### config.mk
export PLATFORM = sky130hd
export DESIGN_NAME = fixed_weight_loc_gen
export DESIGN_NICKNAME = d
export VERILOG_FILES = /design/src/rtl/fixed_weight_loc_gen.sv
export SDC_FILE = /design/constraint.sdc
export NUM_CORES = 2
export LEC_CHECK = 0
export BUFFER_PORTS_ARGS = -buffer_cell sky130_fd_sc_hd__buf_2
export CORE_ASPECT_RATIO = 1.5
export CORE_MARGIN = 3
export CORE_UTILIZATION = 56
export DETAILED_ROUTE_END_ITERATION = 10
export PLACE_DENSITY = 0.75
export REMOVE_ABC_BUFFERS = 1
export SYNTH_ARGS = -nofsm -noshare
export SYNTH_HDL_FRONTEND = slang
export SYNTH_SLANG_ARGS = --single-unit
export TNS_END_PERCENT = 5
### constraint.sdc
create_clock -name clk -period 6.4 [get_ports clk]
set_input_delay 0.32 -clock clk [delete_from_list [all_inputs] [get_ports clk]]
set_output_delay 0.32 -clock clk [all_outputs]
set_load 0.02 [all_outputs]
### src/rtl/fixed_weight_loc_gen.sv
// Fixed-weight location generator: rejection-samples random words into WEIGHT distinct
// positions in [0,N), mirrors each accepted position on a write strobe and stores it for readback.
module fixed_weight_loc_gen #(
  parameter string parameter_set = "hqc128",
  parameter int    N          = (parameter_set == "hqc256") ? 57637 :
                                (parameter_set == "hqc192") ? 35851 : 17669,
  parameter int    M          = (parameter_set == "hqc128") ? 15 : 16,
  parameter int    WEIGHT     = (parameter_set == "hqc256") ? 131 :
                                (parameter_set == "hqc192") ? 100 : 66,
  parameter int    LOG_WEIGHT = $clog2(WEIGHT)
) (
  input  logic                  clk,
  input  logic                  rst,
  input  logic                  start,
  input  logic [31:0]           rand_in,
  input  logic                  rand_valid,
  output logic                  rand_ready,
  output logic                  loc_wr_en,
  output logic [LOG_WEIGHT-1:0] loc_wr_addr,
  output logic [M-1:0]          loc_wr_data,
  input  logic                  rd_en,
  input  logic [LOG_WEIGHT-1:0] rd_addr,
  output logic [M-1:0]          rd_data,
  output logic                  busy,
  output logic                  done
);

  typedef enum logic [1:0] {IDLE, SAMPLE, CHECK, DONE} state_t;

  localparam logic [M:0]          N_LIMIT    = (M+1)'(N);
  localparam logic [LOG_WEIGHT:0] LAST_COUNT = (LOG_WEIGHT+1)'(WEIGHT - 1);

  state_t                state;
  logic [LOG_WEIGHT:0]   count;
  logic [M-1:0]          cand_reg;
  logic [M-1:0]          cand;
  logic [M-1:0]          loc_mem [WEIGHT];
  logic [WEIGHT-1:0]     match;
  logic                  dup;
  logic                  mem_we;
  logic                  unused_rand;

  assign cand        = rand_in[M-1:0];
  assign unused_rand = ^rand_in[31:M];
  assign rand_ready  = (state == SAMPLE);

  // Only entries already written in this run take part, so stale contents never reject a candidate.
  for (genvar gi = 0; gi < WEIGHT; gi++) begin : g_dup
    assign match[gi] = (count > (LOG_WEIGHT+1)'(gi)) && (loc_mem[gi] == cand_reg);
  end

  assign dup    = |match;
  assign mem_we = !rst && (state == CHECK) && !dup;

  always_ff @(posedge clk) begin
    if (rst) begin
      state       <= IDLE;
      count       <= '0;
      cand_reg    <= '0;
      loc_wr_en   <= 1'b0;
      loc_wr_addr <= '0;
      loc_wr_data <= '0;
      busy        <= 1'b0;
      done        <= 1'b0;
    end else begin
      loc_wr_en <= 1'b0;
      done      <= 1'b0;
      case (state)
        IDLE: begin
          if (start) begin
            count <= '0;
            busy  <= 1'b1;
            state <= SAMPLE;
          end
        end
        SAMPLE: begin
          if (rand_valid && ({1'b0, cand} < N_LIMIT)) begin
            cand_reg <= cand;
            state    <= CHECK;
          end
        end
        CHECK: begin
          if (dup) begin
            state <= SAMPLE;
          end else begin
            count       <= count + 1'b1;
            loc_wr_en   <= 1'b1;
            loc_wr_addr <= count[LOG_WEIGHT-1:0];
            loc_wr_data <= cand_reg;
            state       <= (count == LAST_COUNT) ? DONE : SAMPLE;
          end
        end
        DONE: begin
          done  <= 1'b1;
          busy  <= 1'b0;
          state <= IDLE;
        end
        default: state <= IDLE;
      endcase
    end
  end

  // Location store: array is never cleared; read port works in every state.
  always_ff @(posedge clk) begin
    if (mem_we) begin
      loc_mem[count[LOG_WEIGHT-1:0]] <= cand_reg;
    end
    if (rst) begin
      rd_data <= '0;
    end else if (rd_en) begin
      rd_data <= loc_mem[rd_addr];
    end
  end

endmodule

# Word-level counts from Yosys, hierarchy flattened
# Memories as Yosys holds them, arrays and structs flattened. A register that Yosys moved wholly into a read port is not among the register bits.
# Cells that the tools add are included.
[totals]
regBits = 50
ramBits = 990
input_bits = 44
word_cells = 247
memories = 1
[op_classes]
add_sub_neg = 1
order_cmp = 67
eq_ne = 73
n_mux = 14
bitwise_logic = 2
reduce_logical = 81
[mem_list]
columns = ["memory", "words", "word_bits", "read_ports", "rd_clocked_by_memory_dff", "wr", "line_no", "text"]
rows = [
  ["loc_mem", 66, 15, 67, 1, 1, "37", "logic [M-1:0] loc_mem [WEIGHT];"],
]
[op_table]
columns = ["operator", "count"]
rows = [
  ["$eq 15x15->1", 66],
  ["$gt 8x6->1 const B", 32],
  ["$gt 8x5->1 const B", 16],
  ["$logic_and 1x1->1", 69],
  ["$reduce_or 66->1", 1],
  ["$gt 8x4->1 const B", 8],
  ["$gt 8x3->1 const B", 4],
  ["$gt 8x1->1 const B", 2],
  ["$gt 8x2->1 const B", 2],
  ["$gt 8x7->1 const B", 2],
  ["$mux 8", 2],
  ["$pmux 8 s2", 1],
  ["$lt 15x15->1 const B", 1],
  ["$add 8x1->8 const B", 1],
  ["$eq 8x7->1 const B", 1],
  ["$mux 2", 4],
  ["$pmux 2 s4", 1],
  ["$reduce_and 2->1", 4],
  ["$mux 1", 5],
  ["$eq 2x2->1 const B", 2],
  ["$ne 2x2->1 const B", 2],
  ["$reduce_bool 2->1", 2],
  ["$reduce_and 3->1", 1],
  ["$eq 2x1->1 const B", 1],
  ["other kinds (6)", 8],
]

# Longest topological paths before layout
[logic_depth]
ltp_word = 7
mapped_depth = 17
ltp_nobuf = 11

# Least setup slack after synthesis
# OpenSTA, ideal clock, no wires.
[synth_timing]
path_kind = "register -> register"
startpoint = "register cand_reg[7]"
endpoint = "memory loc_mem[127][0] in the netlist's numbering (enable)"
setup_time_ps = 426
t_arrival_ps = 6096
required_time_ps = 5974
slack_ps = -122
path_stages_with_launch = 16
path_buffers = 6
period_less_slack_ps = 6522
path_cell_list = "dfxtp_1 > buf_4 > buf_6 > buf_6 > buf_6 > xor2_1 > nor4_1 > nand3_1 > o22ai_1 > or4_1 > nor4_2 > and2_1 > clkbuf_1 > nand2_1 > clkbuf_1 > nor4_1"
[synth_between]
elab_chain_cells = 7
[synth_lines]
columns = ["item", "line_no", "text"]
rows = [
  ["from (decl)", "35", "logic [M-1:0] cand_reg;"],
  ["from (signal assigned)", "78", "cand_reg <= cand;"],
  ["$eq 15x15->1", "49", "assign match[gi] = (count > (LOG_WEIGHT+1)'(gi)) && (loc_mem[gi] == cand_reg);"],
  ["$logic_and 1x1->1", "49", ""],
  ["$reduce_or 66->1 (*)", "52", "assign dup = |match;"],
  ["$logic_not 1->1 (*)", "53", "assign mem_we = !rst && (state == CHECK) && !dup;"],
  ["$logic_and 1x1->1 (*)", "53", ""],
  ["$mux 1 (*)", "105", "if (mem_we) begin"],
  ["$mux 1 (implied by the code) (*)", "106", "loc_mem[count[LOG_WEIGHT-1:0]] <= cand_reg;"],
  ["to (decl)", "37", ""],
]
# Mark *: on every way between the ends. The rest lies on a longest branch, timed or not.

# Worst setup path after layout
[layout_timing]
startpoint = "register count[0]"
endpoint = "memory loc_mem[127][3] in the netlist's numbering (enable)"
[layout_between]
elab_chain_cells = 7
[layout_lines]
columns = ["item", "line_no", "text"]
rows = [
  ["from (decl)", "34", "logic [LOG_WEIGHT:0] count;"],
  ["from (signal assigned)", "86", "count <= count + 1'b1;"],
  ["$gt 8x1->1 (tied with other cells)", "49", ""],
  ["$logic_and 1x1->1", "49", ""],
  ["$reduce_or 66->1", "52", ""],
  ["$logic_not 1->1", "53", ""],
  ["$logic_and 1x1->1", "53", ""],
  ["$mux 1", "105", ""],
  ["$mux 1 (implied by the code)", "106", ""],
]
# Several ways; a longest one is shown, not always the timed one.

==> flow_summary.ini <==
[logic_synthesis]
synth_edf_count = 1920
ys_types = 60
ys_seq_area_share_pct = 66.4
synth.avg_cell_area_sq_um = 18.3
synth_seq_cells = 1985
synthFlopType = edfxtp_1
synth_warnings = 0
async_flop_share_pct = 0
synth_cells = 4837
netlist_area_sq_um = 88700

[route]
postRouteAntennaNets = 0
vias_per_cell = 6.68
wl_mm = 253
drt_pass1_iterations = 5
route.detailed.drc = 0
drt_first_iter_violations = 6305
routedWlPerCell_um = 34.8
dr_total_vias = 48600

[timing]
fmax_ghz = 0.176
rsz0062_at_grt = false
fin_tns_setup_ps = 0
min_period_over_period_pct = 89.0
slew_viol_final = 0
finClkSkew_ps = 36.1
relSlewSlack_pct = 23.3
hold_viol = 0
period_minus_slack_ps = 5700
max_slew.worst_pin.slew_ps = 1140
setup_viol = 0

[finish]
ff_latch_area_sq_um = 59000
final_layout_size_suffix_gt1_share_pct = 27.6
fillers = 10700
fin_nets = 5114
final_cell_count_no_fill = 7282
utilization_pct = 63.4
largest_reg_flops = 1920
synthToLayoutAreaGrowth_pct = 12.3
multi_input_area_sq_um = 28600

[power]
powerDensity_nw_per_um2 = 269
power_w = 0.0268
switching_share_pct = 21.7
p_comb_share_pct = 5.5
ir_drop_mv = 0.201
switchingPower_w = 0.00580
clockPowerShare_pct = 41.5
intPower_w = 0.0210
power.static_leakage_nw = 32.1
seq_power_share_pct = 53.0

[global_route]
grt-ovfl-total = 0
grt_pass1_vias = 49400
grt_pass1_wl_mm = 361
antenna_found_initial = 6
grt_max_degree = 84
grtUsageTotal_pct = 31.4

[clock_network]
clk_latency_ps = 850
cts-root-buf = clkbuf_16
cts_setup_buffers = 0
clkSinkCount = 1985
clock_path_buffers = 3
h-tree-depth = 4
clk_pin_slew_worst_paths_ps = 70
cts_tree = yes
cts_buffers = 178

[floorplanning]
io_pins = 85
core_sq_um = 157000
die_w_um = 331
die_height_um = 494
start_util_pct = 56.4
rows = 178
die_area_sq_um = 163000

[placement]
hpwl_mm = 169
place_inst = 6937
io_buffers = 67
gp_congestion = 0.956

[critical_path]
critPathCaptureType = flip-flop
cp-start-kind = flip-flop
cp.required_ps = 6930
r2r_slack_ps = 700
critPathKind = reg2reg
crit_fanout = 30
crit_arrival_ps = 6220

[job]
drv_cap = 0

[status]
status = finished clean

[hold_path]
min_path_type = in2reg
==> worst paths after layout <==
| kind | start | end | depth (start not counted) |
|---|---|---|---|
| setup / recovery | count[0] | loc_mem[127][3] | 14 |
| hold / removal | rand_valid | state[1] | 4 |
| setup reg to reg | count[0] | loc_mem[127][3] | 14 |
| hold reg to reg | loc_wr_addr[3] | loc_wr_addr[3] | 2 |
==> repair_timing <==
action                                 CTS  global route
resized for setup                        0             0
hold buffers                            18             0
endpoints found under the hold margin   31             0
==> cell type report <==
type | count | area share, %
Antenna cell | 1 | 0.00251
Clock buffer | 218 | 4.77
Clock inverter | 108 | 1.28
Inverter | 9 | 0.0339
Multi-Input combinational cell | 2503 | 28.8
Sequential cell | 1985 | 59.2
Tap cell | 2070 | 2.60
Timing Repair Buffer | 388 | 3.33
==> critical path: stages (launching register included) <==
cell       delay, ps
dfxtp_1          480
inv_1            350
ha_1             820
nand2_1          130
a2111oi_0        610
nor3_1           200
a22oi_1          290
nand4_1          150
nor4_2           230
and2_1           190
buf_4            360
nand2_2          490
buf_4            370
nor4_2           390
buf_4            290
==> synthesized netlist by cell type (65+ instances only) <==
master	number	area, sq um
xnor2_1	278	2430
nand3_1	81	405
mux4_2	630	14200
nand4_1	77	482
nor2_1	69	259
dfxtp_1	65	1300
clkbuf_1	161	604
nor4_1	181	1130
xor2_1	712	6240
buf_2	72	360
nor3_1	144	721
edfxtp_1	1920	57700
==> metal layers <==
metal	routed length [um]	track usage [%]	part of all wire [%]
met3	22000	5.32	8.7
met2	125000	51.1	50
met4	20300	20.7	8.0
met5	36	0	0.014
met1	85600	39.1	34
==> stage by stage <==
step	hold WS [ps]	instance area [sq um]	setup slack, ps
after detailed placement	467	93400	1000
after global placement	461	93400	1010
after global routing	106	99600	649
after CTS	47.0	99600	944
after floorplan	389	87000	-2610
final	105	99600	705
==> power by group through the flow <==
stage                     registers [W]  logic (W)  clock network (W)
final                            0.0142    0.00147             0.0111
after global routing             0.0142    0.00152             0.0117
after CTS                        0.0142    0.00146             0.0112
after detailed placement         0.0145    0.00144                  0
after global placement           0.0145    0.00143                  0
after floorplan                  0.0146   0.000627                  0
==> logic make-up after synthesis <==
logic type	synth area share, %
and+or+nand+nor	4.10
DFF	66.4
xor gates and xnor gates	9.77
buffers and inverters	1.98
adders and majority gates	0.0705
AOI/OAI and AO/OA	1.30
muxes	16.3
==> cell usage in the layout (no fill, tap or decap), types with 6 or more instances in the layout <==
master,instances
clkinv_2,26
clkinv_1,27
a31oi_1,8
clkbuf_8,10
nor4_2,19
edfxtp_1,1920
bufinv_16,22
xnor2_1,278
a21oi_1,45
clkbuf_1,24
o22ai_1,13
dfxtp_1,49
buf_2,62
dlygate4sd3_1,18
mux2i_1,31
inv_6,7
dfxtp_4,15
nor4_1,164
clkinvlp_4,13
o21ai_0,51
clkbuf_16,180
nor3_1,47
xor2_1,712
nor2b_1,8
a211oi_1,24
o211ai_1,6
buf_4,265
nor3_2,112
buf_12,39
mux4_2,630
nand4_1,77
nand2_1,52
nand3_1,80
nor2_1,68
inv_1,9
Note: power is estimated with default switching activity, not from simulation.
